## src/rtl/cnn_layer_1_ctrl.sv

```systemverilog
// ----------------------------------------------------------------------------
// cnn_layer_1_ctrl
//
// Sequencer for the layer-1 convolution datapath (zero padding followed by a
// per-channel MAC array). On an accepted start it pulses feature_latch. It then
// walks every output position in raster order and issues one window origin per
// enabled cycle. A MAC_LATENCY-deep tag pipeline follows the windows through
// the datapath, and its tail drives the result port. Backpressure on the
// result port drops mac_en, which freezes the whole datapath and this
// controller together.
//
// Ports
//   clk, reset        clock; synchronous active-high reset
//   start             feature map valid; accepted only while idle
//   abort             flushes the current frame (ignored while idle)
//   busy              high from the cycle after start acceptance up to and
//                     including the done cycle
//   feature_latch     one-cycle capture strobe for the feature map
//   mac_en            global datapath enable (low = freeze)
//   mac_issue         a window enters the datapath this cycle
//   win_row/win_col   window origin in padded coordinates
//   result_valid/ready/row/col/last   result handshake and tag
//   done              one-cycle pulse after the last result is accepted
// ----------------------------------------------------------------------------
module cnn_layer_1_ctrl #(
    parameter int  IMAGE_WIDTH  = 28,
    parameter int  IMAGE_HEIGHT = 28,
    parameter int  KERNEL_SIZE  = 3,
    parameter int  PAD          = 1,
    parameter int  MAC_LATENCY  = 4,
    localparam int OUT_W = IMAGE_WIDTH  + 2 * PAD - KERNEL_SIZE + 1,
    localparam int OUT_H = IMAGE_HEIGHT + 2 * PAD - KERNEL_SIZE + 1,
    localparam int CW    = (OUT_W > 1) ? $clog2(OUT_W) : 1,
    localparam int RW    = (OUT_H > 1) ? $clog2(OUT_H) : 1
) (
    input  logic          clk,
    input  logic          reset,
    input  logic          start,
    input  logic          abort,
    output logic          busy,
    output logic          feature_latch,
    output logic          mac_en,
    output logic          mac_issue,
    output logic [RW-1:0] win_row,
    output logic [CW-1:0] win_col,
    output logic          result_valid,
    input  logic          result_ready,
    output logic [RW-1:0] result_row,
    output logic [CW-1:0] result_col,
    output logic          result_last,
    output logic          done
);

    typedef enum logic [1:0] {
        ST_IDLE  = 2'd0,
        ST_RUN   = 2'd1,
        ST_DRAIN = 2'd2,
        ST_DONE  = 2'd3
    } state_t;

    localparam int            TAIL    = MAC_LATENCY - 1;
    localparam logic [CW-1:0] COL_MAX = CW'(OUT_W - 1);
    localparam logic [RW-1:0] ROW_MAX = RW'(OUT_H - 1);
    localparam logic [CW-1:0] COL_ONE = CW'(1);
    localparam logic [RW-1:0] ROW_ONE = RW'(1);

    state_t                 state_r;
    state_t                 state_nxt_s;
    logic [RW-1:0]          row_r;
    logic [CW-1:0]          col_r;
    logic                   feature_latch_r;
    logic [MAC_LATENCY-1:0] pipe_vld_r;
    logic [MAC_LATENCY-1:0] pipe_last_r;
    logic [RW-1:0]          pipe_row_r [MAC_LATENCY];
    logic [CW-1:0]          pipe_col_r [MAC_LATENCY];

    logic mac_en_s;
    logic issue_s;
    logic start_acc_s;
    logic flush_s;
    logic last_win_s;
    logic last_xfer_s;

    // Enable, issue and frame-event decode shared by the FSM and datapath.
    always_comb begin
        mac_en_s    = !(pipe_vld_r[TAIL] && !result_ready);
        issue_s     = 1'b0;
        start_acc_s = 1'b0;
        flush_s     = abort && (state_r != ST_IDLE);
        case (state_r)
            ST_IDLE:  start_acc_s = start && !abort;
            ST_RUN:   issue_s     = mac_en_s;
            ST_DRAIN: issue_s     = 1'b0;
            ST_DONE:  issue_s     = 1'b0;
            default:  issue_s     = 1'b0;
        endcase
        last_win_s  = issue_s && (row_r == ROW_MAX) && (col_r == COL_MAX);
        last_xfer_s = pipe_vld_r[TAIL] && result_ready && pipe_last_r[TAIL];
    end

    // State register and the one-cycle capture strobe.
    always_ff @(posedge clk) begin
        if (reset) begin
            state_r         <= ST_IDLE;
            feature_latch_r <= 1'b0;
        end else begin
            state_r         <= state_nxt_s;
            feature_latch_r <= start_acc_s;
        end
    end

    // Next-state logic; abort wins over start and over a final transfer.
    always_comb begin
        state_nxt_s = state_r;
        case (state_r)
            ST_IDLE: begin
                if (start_acc_s) state_nxt_s = ST_RUN;
                else             state_nxt_s = ST_IDLE;
            end
            ST_RUN: begin
                if (flush_s)          state_nxt_s = ST_IDLE;
                else if (last_xfer_s) state_nxt_s = ST_DONE;
                else if (last_win_s)  state_nxt_s = ST_DRAIN;
                else                  state_nxt_s = ST_RUN;
            end
            ST_DRAIN: begin
                if (flush_s)          state_nxt_s = ST_IDLE;
                else if (last_xfer_s) state_nxt_s = ST_DONE;
                else                  state_nxt_s = ST_DRAIN;
            end
            ST_DONE: state_nxt_s = ST_IDLE;
            default: state_nxt_s = ST_IDLE;
        endcase
    end

    // Output decode from state, counters and the pipeline tail.
    always_comb begin
        busy          = (state_r != ST_IDLE);
        done          = (state_r == ST_DONE);
        feature_latch = feature_latch_r;
        mac_en        = mac_en_s;
        mac_issue     = issue_s;
        win_row       = row_r;
        win_col       = col_r;
        result_valid  = pipe_vld_r[TAIL];
        result_row    = pipe_row_r[TAIL];
        result_col    = pipe_col_r[TAIL];
        result_last   = pipe_last_r[TAIL];
    end

    // Raster window counters; cleared on each new frame so that an aborted
    // frame leaves no residue.
    always_ff @(posedge clk) begin
        if (reset) begin
            row_r <= {RW{1'b0}};
            col_r <= {CW{1'b0}};
        end else if (start_acc_s) begin
            row_r <= {RW{1'b0}};
            col_r <= {CW{1'b0}};
        end else if (issue_s && !flush_s) begin
            if (col_r == COL_MAX) begin
                col_r <= {CW{1'b0}};
                if (row_r == ROW_MAX) row_r <= {RW{1'b0}};
                else                  row_r <= row_r + ROW_ONE;
            end else begin
                col_r <= col_r + COL_ONE;
            end
        end else begin
            row_r <= row_r;
            col_r <= col_r;
        end
    end

    // Tag pipeline that mirrors the MAC datapath. It moves only while the
    // datapath is enabled, so a stalled result stays stable at the tail.
    always_ff @(posedge clk) begin
        if (reset) begin
            pipe_vld_r  <= {MAC_LATENCY{1'b0}};
            pipe_last_r <= {MAC_LATENCY{1'b0}};
            for (int i = 0; i < MAC_LATENCY; i++) begin
                pipe_row_r[i] <= {RW{1'b0}};
                pipe_col_r[i] <= {CW{1'b0}};
            end
        end else if (flush_s) begin
            pipe_vld_r <= {MAC_LATENCY{1'b0}};
        end else if (mac_en_s) begin
            for (int i = MAC_LATENCY - 1; i > 0; i--) begin
                pipe_vld_r[i]  <= pipe_vld_r[i-1];
                pipe_last_r[i] <= pipe_last_r[i-1];
                pipe_row_r[i]  <= pipe_row_r[i-1];
                pipe_col_r[i]  <= pipe_col_r[i-1];
            end
            pipe_vld_r[0]  <= issue_s;
            pipe_last_r[0] <= last_win_s;
            pipe_row_r[0]  <= row_r;
            pipe_col_r[0]  <= col_r;
        end else begin
            pipe_vld_r <= pipe_vld_r;
        end
    end

endmodule

```

## config.mk

```make
export PLATFORM = sky130hd
export DESIGN_NAME = cnn_layer_1_ctrl
export DESIGN_NICKNAME = d
export VERILOG_FILES = /design/src/rtl/cnn_layer_1_ctrl.sv
export SDC_FILE = /design/constraint.sdc
export NUM_CORES = 1
export LEC_CHECK = 0
export CORE_MARGIN = 2
export CORE_UTILIZATION = 45
export CTS_CLUSTER_SIZE = 20
export DETAILED_ROUTE_END_ITERATION = 8
export HOLD_SLACK_MARGIN = 0.02
export PLACE_DENSITY_LB_ADDON = 0.05
export SLEW_MARGIN = 30
export SYNTH_ARGS = -nofsm -noshare
export SYNTH_HDL_FRONTEND = slang
export SYNTH_SLANG_ARGS = --single-unit
export TNS_END_PERCENT = 50
```

## constraint.sdc

```tcl
create_clock -name clk -period 2.09 [get_ports clk]
set_clock_uncertainty 0.15 [all_clocks]
set_input_delay 0.418 -clock clk [delete_from_list [all_inputs] [get_ports clk]]
set_output_delay 0.418 -clock clk [all_outputs]
set_load 0.05 [all_outputs]
```

### Word level (Yosys, flattened, before mapping)

Memory sizes are Yosys's and may differ from the RTL's.
Index checks and enable logic that the tools add are counted.

* multipliers: 0
* add/subtract/negate cells: 2
* reduce and logical (&&, ||, !) cells: 18
* bitwise operators: 10
* shift-type cells: 0
* div/mod/pow operators: 0
* muxes and demuxes: 25
* eq/ne operators: 5
* magnitude comparators: 0

Operator list (number)
* $mux W5: 10
* $add A5 B1 Y5 const B: 2
* $eq A5 B5 Y1 const B: 2
* $mux W1: 10
* $logic_and A1 B1 Y1: 8
* $mux W2: 4
* $or A1 B1 Y1: 8
* $pmux W2 S4: 1
* $eq A2 B2 Y1 const B: 2
* $logic_not A1 Y1: 4
* $reduce_and A2 Y1: 2
* $reduce_or A2 Y1: 2
* $eq A2 B1 Y1 const B: 1
* $logic_not A2 Y1: 1
* $not A1 Y1: 2
* $reduce_bool A2 Y1: 1

* bits in latches: 0
* bits in registers: 21
* RAM bits: 40
* memory bits (read-only): 0
* logic and storage cells: 68
* memories: 2
* input port bits: 5
* output and inout port bits: 27

Memory list
* pipe_col_r: words 4, width 5, rd ports 4, clocked after Yosys merged registers in 0, write ports 4, RTL line 75 `logic [CW-1:0] pipe_col_r [MAC_LATENCY];`
* pipe_row_r: words 4, width 5, rd ports 4, clocked after Yosys merged registers in 0, write ports 4, RTL line 74 `logic [RW-1:0] pipe_row_r [MAC_LATENCY];`

### Depth between registers and ports, before layout

* depth in word-level cells: 10
* gate-level depth with buffers: 5
* gate-level depth less buffers: 5

### Least setup slack after synthesis

OpenSTA, ideal clock, no wires.

* path kind: register to register
* start point: register pipe_vld_r[3]
* end point: memory pipe_col_r[0][0] (netlist bit), enable pin
* stages on the path, launching flop included: 6
* data required time: 1.546 ns
* data arrival time: 2.283 ns
* setup time: 0.394 ns
* setup slack: -0.738 ns
* buffers on the path: 1
* clock period less this slack: 2.828 ns
* cell sequence: dfxtp_1 -> nor2b_1 -> buf_2 -> inv_1 -> a21oi_1 -> inv_1

RTL lines
* from (decl): RTL line 72 `logic [MAC_LATENCY-1:0] pipe_vld_r;`
* from (signal assigned): RTL line 178 `pipe_vld_r <= {MAC_LATENCY{1'b0}};`
* from (signal assigned): RTL line 185 `pipe_vld_r <= {MAC_LATENCY{1'b0}};`
* from (signal, indexed assignment): RTL line 188 `pipe_vld_r[i] <= pipe_vld_r[i-1];`
* to (decl): RTL line 75

### Worst setup path in the final report

* start point: register pipe_vld_r[3]
* end point: output port result_valid

RTL lines
* to (decl): RTL line 46 `output logic result_valid,`

No word-level cell between the ends.

==> results.txt <==
* Syn. warnings: 0
* Hold bufs inserted after CTS: 0
- Kind of capture point of the worst setup path: primary output
* Share of post-route cells with drive strength above 1: 24.60%
- Leading cell type by number of instances after synthesis: and2_1
* Die height: 76.99 um
- Among all stages on the critical path, the largest delay is contributed by clkdlybuf4s50_1.
- In the routed design, unresolved DRC markers number 0.
- Hold Crit Class: flop to flop
* Detailed Route WL: 4.297 mm
* Post-synthesis instance area: 2397 um^2
* Proportion of synthesized chip area in sequential cells: 67.64%
- Maximum frequency from static timing analysis: 0.4920 GHz
- Distinct cell type count after synthesis: 36
* Sum of net half-perimeters after detailed placement: 2.737 mm
- Total placed instance area: 2923 um^2
- At the end of routability-driven placement, the weighted congestion stood at 0.7797.
- The run finished with clean final reports.
- DRC marker count from the first detailed-route iteration: 139
- Summing over every cut layer, the via total after detailed routing is 1579.
- The most used flip-flop cell after synthesis is edfxtp_1.
* Standard-cell row count: 26
* Clock tree from TritonCTS: yes
- Post-route core utilization: 60.78%
- At the pin with the least slew margin, the transition time is 0.4947 ns.
* Tot GR Track Use: 15.33%
- Quantity of I/O buffers inserted on ports: 31
- Entering global routing, the biggest net connects 45 pins.
- CTS H-tree depth: 3
- I/O pin count: 32
* Layout fillers: 459
- Clock-pin slew reported for the worst setup and hold paths after clock tree synthesis: 0.06 ns
- For the finished layout, the period the worst path requires is 2.032 ns.
- Kind of cell adding the most delay to the critical path: buffers and inverters
* Number of synthesized flops with an enable pin: 40
- Starting utilization of the core area: 46.64%
- The via count of the first global-routing pass is 1607.
- Worst Path Max Fanout: 3
* Net count after synthesis: 194
- Max IR drop VDD: 0.3239 mV
- Data on the critical path arrives at its endpoint at 1.46 ns.
- Post-detailed-route wirelength per cell: 13.51 um
- Dividing the synthesized area by the synthesized cell count gives 12.82 um^2.
- Endpoint required time on the critical path: 1.52 ns
- The number of antenna violations at the first check in global routing is 0.
* Worst skew pair latency: 0.33 ns
* Setup Total Neg Slack: 0 ns
* Buf+Inv Stages, Crit Path: 1
- The floorplan step set the die width to 76.99 um.
* Post-synth top cells: and2_1 (41), edfxtp_1 (40), dfxtp_1 (21)
- Vias per inst: 4.965
- Cell area power density: 738.1 nW/um^2
- In this run the tightest slew margin relative to its limit is 66.92%.
- The core region is 5140 um^2.
* Master cell of the clock root buffer: clkbuf_8
* Layout net count: 250
- After global routing the overflow that remains totals 0.
* Delay contributed by the slowest stage of the critical path: 0.79 ns
- Area of the multi-input gates: 769.5 um^2
- Hold violation total from the final report: 0
- Slew Limit Fails: 0
- Final hold slack: 0.3145 ns
- Setup violations remaining at the end of the flow were counted as 0.
* ANT cells: 0
- Max-cap violations in this run came to 0.
- Summed over all instances, the cell type with the most area after synthesis is edfxtp_1.
* Clock sinks: 61
- For this run, the detailed router's first-pass iteration total came to 4.
- Counting every instance in the synthesized netlist gives 187.
- Fraction of registers with async set/reset: 0%
- The count of cells in the finished layout, fillers not included, comes to 318.
- No sink is reached through more buffers than the 2 on the longest clock path.
- Summing all flip-flop and latch instances after layout gives 1628 um^2.
- The design draws 2.306 mW.
* Category of the most critical setup path: flop to primary output
- The die covers 5927 um^2.
* Critical path cell sequence: clkdlybuf4s50_1
- Area contributors post-synth: edfxtp_1 (50%), dfxtp_1 (18%), and2_1 (11%)
- Number of nets with antenna violations after routing: 0
- The synthesized design contains 61 register bits.
- Summing all non-filler instances in the final layout gives an area of 3124 um^2.
* Cell total after placement: 298
* Post-place setup slack: -0.1726 ns
- In this run the static leakage power is 1.256 nW.
- Minimum setup slack in the final design: 0.05753 ns
- First-pass GRT wire length: 7.038 mm
- Synth-to-Final Area Change: 30.32%
- Top cell type's share of synthesized area: 50.10%
* Setup crit start kind: flop
- In the finished design, the share of the clock period the worst path needs comes to 97.25%.
* Num CTS Buffers: 9
==> report_power, final <==
group / switching, mW / internal (mW)
Combinational: 0.0900 / 0.0535
Clock: 0.423 / 0.426
Sequential: 0.00914 / 1.31
==> timing repair <==
action | in CTS | in global routing
buffers inserted | 2 | 2
pin swaps | 0 | 1
resized for setup | 1 | 5
setup endpoints to repair | 1 | 4
gates cloned | 0 | 0
==> state kept, by name (all words and copies together) (netlist names) <==
register and flops:
pipe_col_r 20, pipe_row_r 20, win_col 5, win_row 5, pipe_last_r 4, pipe_vld_r 4
state_r 2, feature_latch 1
==> layout make-up <==
| class | instances | share of cell area, % |
|---|---|---|
| inverters | 4 | 0.7209 |
| multi-input cells | 116 | 24.63 |
| flip-flops and latches | 61 | 52.10 |
| repair buffers | 51 | 14.82 |
| clock inverters | 3 | 0.4806 |
| well taps | 70 | 2.803 |
| clock buffers | 13 | 4.445 |
==> path summary, 6_finish.rpt <==
path                                    from                    endpoint  slack [ns]  cells after the start
setup / recovery  pipe_vld_r[3]$_SDFFE_PP0N_                result_valid        0.06                      1
hold / removal    pipe_vld_r[1]$_SDFFE_PP0N_  pipe_vld_r[2]$_SDFFE_PP0N_        0.31                      2
setup reg to reg     win_col[0]$_SDFFE_PP0P_       state_r[1]$_SDFF_PP0_        0.12                      5
hold reg to reg   pipe_vld_r[1]$_SDFFE_PP0N_  pipe_vld_r[2]$_SDFFE_PP0N_        0.31                      2
==> cell usage in the layout (no fill, tap or decap), types with 9 or more instances in the layout <==
cell	n
and2_1	41
edfxtp_1	40
buf_4	32
dfxtp_1	18
clkdlybuf4s50_1	15
nor2_1	10
nand2_1	10
a21oi_1	9
clkbuf_8	9
==> layer usage <==
layer  routed length, um  track usage (%)  up-vias
li1                    -                -      782
met1                1859            17.51      744
met2                2132            25.00       44
met3                 213            5.059        9
met4                  91            9.286        0
met5                   0                0        -
==> worst min-delay path, stage by stage, from the launching register on <==
cell     delay [ns]
dfxtp_1        0.32
nand2_1        0.05
a21oi_1        0.05
==> cell families after synthesis <==
kind of cell	share of synthesized area, %
flip-flops	67.64
AND/OR/NAND/NOR	21.09
adder cells (fa/ha/maj)	1.044
AO/OA/AOI/OAI	7.359
buffers and inverters	1.670
XOR/XNOR	0.3654
multiplexers	0.8351
Note: power is estimated with default switching activity, not from simulation.
==> RTL change (config.mk and constraints unchanged) <==
Change the parameter `IMAGE_HEIGHT` from 28 to 42.
--- a/src/rtl/cnn_layer_1_ctrl.sv
+++ b/src/rtl/cnn_layer_1_ctrl.sv
@@ -24,7 +24,7 @@
 // ----------------------------------------------------------------------------
 module cnn_layer_1_ctrl #(
     parameter int  IMAGE_WIDTH  = 28,
-    parameter int  IMAGE_HEIGHT = 28,
+    parameter int  IMAGE_HEIGHT = 42,
     parameter int  KERNEL_SIZE  = 3,
     parameter int  PAD          = 1,
     parameter int  MAC_LATENCY  = 4,
Ports: changed (resized result_row and win_row); port bits go from 32 to 34. The function was not compared with the original's and may differ.
==> RTL change against the original RTL <==
  * Sequential cell count up 5
  * Routed wire length up 5.9%
  * Sequential share of layout area up 0.23 points
  * Design area up 8.0%
  * Critical path depth unchanged
  * Total power up 12%
  * Area after synthesis up 10%
  * Register-to-register slack about the same
  * Worst setup slack worse by 0.014 ns
  * Critical path type unchanged
  * Largest cell class unchanged
==> RTL change: results (changes against the original RTL) <==
- Reg2reg end: win_row[4]$_SDFFE_PP0P_ (was state_r[1]$_SDFF_PP0_)
- Int Power: 2.03 mW (was 1.78 mW)
- Multi-input combinational area share: 0.250 (was 0.246)
- Final Util: 0.606 (was 0.608)
- Register area share after synthesis: 0.667 (was 0.676)
- Fillers: 457 (was 459)
- Switching part of the total: 0.213 (was 0.226)
- Netlist cell types: 44 (was 36)
- Static Leakage: 1.34 nW (was 1.26 nW)
- Iteration-0 DRC Markers: 104 (was 139)
- Buffer share of cell area: 0.138 (was 0.148)
- Area post-placement: 3190 um2 (was 2920 um2)
- Synth top area cells: edfxtp_1, dfxtp_1, and2_1, a21oi_1, ha_1 (was edfxtp_1, dfxtp_1, and2_1, a21oi_1, nor2_1)
- Mux cell area share after synthesis: 0.00379 (was 0.00835)
- Synth top cells by count: and2_1, edfxtp_1, dfxtp_1 (unchanged)
- Worst-path fanout max: 4 (was 3)
- GRT met2 Usage: 0.240 (was 0.250)
- Peak supply drop: 0.390 mV (was 0.324 mV)
- Status: finished clean (unchanged)
- Clock network area share: 0.0526 (was 0.0493)
- Met3 Usage GRT: 0.0404 (was 0.0506)
- Sequential power: 1.43 mW (was 1.31 mW)
- Non-Clock Inverter Count: 5 (was 4)
- Tot GR Track Use: 0.159 (was 0.153)
- Critical Path AT: 1.48 ns (was 1.46 ns)
-- RTL change: changes by cell type after synthesis, sizes merged, moves of 3 or more --
cell    unedited run  this run
nand3              2         5
and2              41        44
edfxtp            40        44
a21oi             10        15
nor2              12         7
-- RTL change: worst max-delay path by stage --
stage | slack (ns) | endpoint | startpoint
CTS | 0.02 | result_valid | pipe_vld_r[3]$_SDFFE_PP0N_
finish | 0.04 | result_valid | pipe_vld_r[3]$_SDFFE_PP0N_
floorplan | -0.15 | pipe_col_r[0][0]$_SDFFCE_PN0P_ | pipe_vld_r[3]$_SDFFE_PP0N_
global placement | -0.03 | win_col[3]$_SDFFE_PP0P_ | result_ready
detailed placement | -0.12 | win_col[3]$_SDFFE_PP0P_ | result_ready
global route | 0.002 | win_row[4]$_SDFFE_PP0P_ | win_col[0]$_SDFFE_PP0P_
-- RTL change: what timing repair did --
action / CTS / global route
buffers inserted: 0 / 0
hold buffers: 0 / 0
resized for setup: 0 / 3
endpoints found under the setup margin: 0 / 2
